### src/rtl/trivium_out_fifo.sv
// Byte FIFO between the Trivium core and the host: buffers ciphertext,
// reports fill status to the core on fifo_cnd, and flushes on core key error or total reset.
module trivium_out_fifo #(
    parameter int DEPTH     = 256,
    parameter int AW        = 8,
    parameter int AFULL_LVL = 240
) (
    input  logic          clk,
    input  logic          rst,
    input  logic [7:0]    stream,
    input  logic          wt_sgn,
    input  logic [7:0]    sign_reg,
    input  logic          rd_en,
    output logic [7:0]    rd_data,
    output logic          rd_valid,
    output logic [1:0]    fifo_cnd,
    output logic [AW:0]   level,
    output logic          ovf
);

    localparam logic [AW:0]   LVL_FULL  = (AW+1)'(DEPTH);
    localparam logic [AW:0]   LVL_AFULL = (AW+1)'(AFULL_LVL);
    localparam logic [AW:0]   LVL_ONE   = (AW+1)'(1);
    localparam logic [AW-1:0] PTR_ONE   = AW'(1);

    typedef enum logic [1:0] {
        ST_EMPTY   = 2'b00,
        ST_PARTIAL = 2'b01,
        ST_AFULL   = 2'b10,
        ST_FULL    = 2'b11
    } cnd_t;

    logic [7:0]    mem [DEPTH];
    logic [AW-1:0] wr_ptr;
    logic [AW-1:0] rd_ptr;
    logic [AW:0]   level_d;
    cnd_t          cnd_q;
    cnd_t          cnd_d;
    logic          full;
    logic          empty;
    logic          flush;
    logic          wr_acc;
    logic          rd_acc;

    // Full/empty come from the registered level, so a same-cycle read never frees room for a write.
    assign full   = (level == LVL_FULL);
    assign empty  = (level == '0);
    assign flush  = sign_reg[3] | sign_reg[4];
    assign wr_acc = wt_sgn & ~full & ~flush;
    assign rd_acc = rd_en & ~empty & ~flush;

    always_comb begin
        level_d = level;
        if (flush) begin
            level_d = '0;
        end else if (wr_acc && !rd_acc) begin
            level_d = level + LVL_ONE;
        end else if (rd_acc && !wr_acc) begin
            level_d = level - LVL_ONE;
        end
    end

    // Status follows the next level; every 2-bit encoding maps back to a level-derived state.
    always_comb begin
        cnd_d = ST_EMPTY;
        if (level_d == LVL_FULL) begin
            cnd_d = ST_FULL;
        end else if (level_d >= LVL_AFULL) begin
            cnd_d = ST_AFULL;
        end else if (level_d != '0) begin
            cnd_d = ST_PARTIAL;
        end
    end

    always_ff @(posedge clk) begin
        if (wr_acc) begin
            mem[wr_ptr] <= stream;
        end
    end

    always_ff @(posedge clk) begin
        if (rst) begin
            wr_ptr   <= '0;
            rd_ptr   <= '0;
            level    <= '0;
            rd_data  <= '0;
            rd_valid <= 1'b0;
            ovf      <= 1'b0;
            cnd_q    <= ST_EMPTY;
        end else begin
            level    <= level_d;
            cnd_q    <= cnd_d;
            rd_valid <= rd_acc;
            if (flush) begin
                wr_ptr <= '0;
                rd_ptr <= '0;
                ovf    <= 1'b0;
            end else begin
                if (wr_acc) begin
                    wr_ptr <= wr_ptr + PTR_ONE;
                end
                if (rd_acc) begin
                    rd_ptr  <= rd_ptr + PTR_ONE;
                    rd_data <= mem[rd_ptr];
                end
                if (wt_sgn && full) begin
                    ovf <= 1'b1;
                end
            end
        end
    end

    assign fifo_cnd = cnd_q;

endmodule

### config.mk
export PLATFORM = sky130hd
export DESIGN_NAME = trivium_out_fifo
export DESIGN_NICKNAME = d
export VERILOG_FILES = /design/src/rtl/trivium_out_fifo.sv
export SDC_FILE = /design/constraint.sdc
export NUM_CORES = 2
export LEC_CHECK = 0
export CAP_MARGIN = 25
export CORE_ASPECT_RATIO = 0.75
export CORE_MARGIN = 5
export CORE_UTILIZATION = 26
export CTS_CLUSTER_DIAMETER = 80
export DETAILED_ROUTE_END_ITERATION = 10
export GPL_ROUTABILITY_DRIVEN = 0
export PLACE_DENSITY_LB_ADDON = 0.15
export SYNTH_ARGS = -nofsm -noshare
export SYNTH_HDL_FRONTEND = slang
export SYNTH_SLANG_ARGS = --single-unit
### constraint.sdc
create_clock -name clk -period 8.1 [get_ports clk]
set_input_delay 2.43 -clock clk [delete_from_list [all_inputs] [get_ports clk]]
set_output_delay 2.43 -clock clk [all_outputs]
set_load 0.02 [all_outputs]
==> flow_summary.json <==
{
  "status": "finished, final reports clean",
  "drc_errors": 0,
  "io_buffer_count": 34,
  "holdWs_ns": 0.467,
  "ys_seq_elements": 2085,
  "yosysUniqueCellTypes": 72,
  "grt_pass1_vias": 38900,
  "yosys_most_used_dff": "edfxtp_1",
  "antenna_found_initial": 18,
  "r2r_slack_ns": 3.32,
  "path_clk_slew_ns": 0.06,
  "drt_iter0_drc": 3440,
  "grtUsageTotal_pct": 14.2,
  "postCtsHoldBufs": 0,
  "muxShareOfSynthArea_pct": 17.4,
  "fillers": 30000,
  "drv_slew": 0,
  "endpoint": "mem[147][4]",
  "drive_above_1_share_pct": 26.3,
  "die_h_um": 493,
  "hp-class": "register to register",
  "rr_worst_depth": 7,
  "power_mw": 21.5,
  "initial_utilization_pct": 26.1,
  "synthSimpleGateAreaFrac_pct": 2.80,
  "h-tree-depth": 4,
  "synth_edf_count": 2048,
  "finalCritPeriodShare_pct": 70.8,
  "cp_data_arrival_time_ns": 6.22,
  "crit_required_ns": 8.58,
  "syn_inst": 3678,
  "seq_area_frac_synth_pct": 76.8,
  "postCtsSetupRepairBufs": 0,
  "finalClockSkew_ns": 0.0609,
  "avgViaCountPerCell": 4.65,
  "ir_worst_vdd_mv": 0.157,
  "synthToLayoutAreaGrowth_pct": 15.2,
  "fp.dieArea_um2": 323000,
  "instances_no_fill": 8141,
  "seqCellArea_um2": 62300,
  "yosysWarnings": 0,
  "finalCriticalPeriod_ns": 5.74,
  "startpoint": "wt_sgn",
  "ctsResizeCount": 0,
  "finish.net_count": 3878,
  "start_kind": "primary input",
  "hpwl_um": 140000,
  "cts.sinks": 2085,
  "synth.avg_cell_area_um2": 22.0,
  "worst_pin_slew_ns": 1.16,
  "first_pass_iters": 6,
  "fmax_mhz": 174,
  "setup-tns-final_ns": 0,
  "wire_per_inst_um": 28.6,
  "cts_tree": "yes",
  "crit_path_end_kind": "register",
  "synth_area_um2": 81000,
  "ioPinCount": 41,
  "worstSkewPairLatency_ns": 0.89,
  "synth_compound_area_share_pct": 1.41,
  "synthAdderAreaFrac_pct": 0.108,
  "powerDensity_nw_per_um2": 231,
  "maxCapViolCount": 0,
  "rsz0062_at_grt": "false",
  "grt_pass1_wl_um": 323000,
  "synth_top_family_by_area": "multiplexers",
  "vias": 37800,
  "final_common_cell": "edfxtp_1",
  "multi_input_area_um2": 17800,
  "max-slew-margin-rel_pct": 21.5,
  "synth-xor-area-share_pct": 0.151,
  "core-area_um2": 310000,
  "async_reset_ff_share_pct": 0,
  "final_cell_mix": "2048 x edfxtp_1, 585 x mux4_2, 323 x nor2_1",
  "hold_viol": 0,
  "numCtsBuffers": 224,
  "place_inst": 7739,
  "path_class": "primary input to register",
  "cts_buffer_depth": 4,
  "final_area_um2": 93300,
  "die_w_um": 655,
  "grt_start_max_net_pins": 168,
  "gr-total-overflow": 0,
  "setup_viol": 0,
  "postRouteAntennaNets": 0,
  "dpl_cell_area_um2": 86800,
  "r2r_start": "rd_ptr[0]",
  "drt-total-wl_um": 233000,
  "p_leak_nw": 26.7,
  "r2r-end": "rd_data[5]",
  "num_rows": 177,
  "root_buffer": "clkbuf_16",
  "synth_nets": 3705,
  "cp_max_fo": 11
}
==> report_power, final <==
part | switching, mW | internal, mW
Clock | 4.22 | 5.19
Sequential | 0.00124 | 11.8
Combinational | 0.223 | 0.0312
Total | 4.45 | 17.1
==> sequential cells by signal, indices dropped and copies added, names as in the netlist <==
signal,cells
wr_ptr,8
level,9
rd_valid,1
rd_ptr,8
mem,2048
ovf,1
rd_data,8
fifo_cnd,2
==> Yosys cell counts (all sizes together) (2+ instances only) <==
cell type	number	share of area, %
edfxtp	2048	76
o31ai	9	0.10
dfxtp	37	0.91
inv	9	0.042
nand3	24	0.15
nor3	30	0.19
nand2b	21	0.16
mux4	585	16
a211oi	3	0.028
a2111oi	2	0.022
buf	101	0.69
a41oi	2	0.031
a31oi	3	0.023
or2	3	0.023
a221o	7	0.087
and4	2	0.023
xnor2	7	0.076
xor2	7	0.076
o22ai	8	0.062
o311ai	14	0.15
a21oi	21	0.13
nor4b	3	0.040
mux2i	74	0.91
and3	4	0.034
mux2	17	0.24
nor2b	7	0.054
ha	7	0.11
and3b	2	0.023
clkbuf	115	0.55
nor2	324	1.5
a221oi	21	0.23
and2	6	0.049
nor3b	3	0.028
o21ai	21	0.14
nand4	12	0.10
a21o	3	0.029
or3	3	0.023
nand2	64	0.31
nor4	8	0.062
a22oi	19	0.18
a21boi	3	0.028
o2111ai	7	0.076
==> metal layers <==
metal | wire length, um | share of wire [%] | track usage (%)
met5 | 0 | 0 | 0
met3 | 15900 | 6.8 | 3.63
met2 | 101000 | 43 | 20.7
met1 | 110000 | 47 | 21.1
met4 | 5590 | 2.4 | 3.31
==> kinds of logic after synthesis <==
logic type | count (synthesis)
buffers and inverters | 225
AND/OR/NAND/NOR | 519
XOR/XNOR | 14
flip-flops | 2085
adder cells (fa/ha/maj) | 7
AO/OA/AOI/OAI | 152
multiplexers | 676
==> critical path, stage by stage <==
cell and delay [ns]:
clkdlybuf4s50_1 0.64, nor3b_1 0.49, o31a_1 0.54, nor3b_1 0.62, nand2_2 0.38, buf_4 0.36
nor2_1 0.74
==> metrics by stage <==
step	setup WS, ns	util (%)
floorplan	3.47	-
global placement	1.49	28.0
detailed placement	1.36	28.0
CTS	2.30	30.1
global route	2.05	30.1
finish	2.36	30.1
==> worst min path at each step <==
stage | startpoint | slack (ns) | depth (start not counted) | end
after detailed placement | ovf | 0.46 | 2 | ovf
after floorplan | wr_ptr[1] | 0.49 | 2 | wr_ptr[1]
after global routing | ovf | 0.50 | 2 | ovf
after CTS | ovf | 0.48 | 2 | ovf
after global placement | ovf | 0.46 | 2 | ovf
final | ovf | 0.47 | 2 | ovf
==> layout make-up <==
cell class / count / area share [%]
Timing Repair Buffer: 163 / 1.69
Tap cell: 4117 / 5.52
Inverter: 9 / 0.0362
Clock inverter: 106 / 0.638
Antenna cell: 3 / 0.00805
Multi-Input combinational cell: 1368 / 19.1
Clock buffer: 290 / 6.32
Sequential cell: 2085 / 66.7
(Power assumes the default switching activity.)
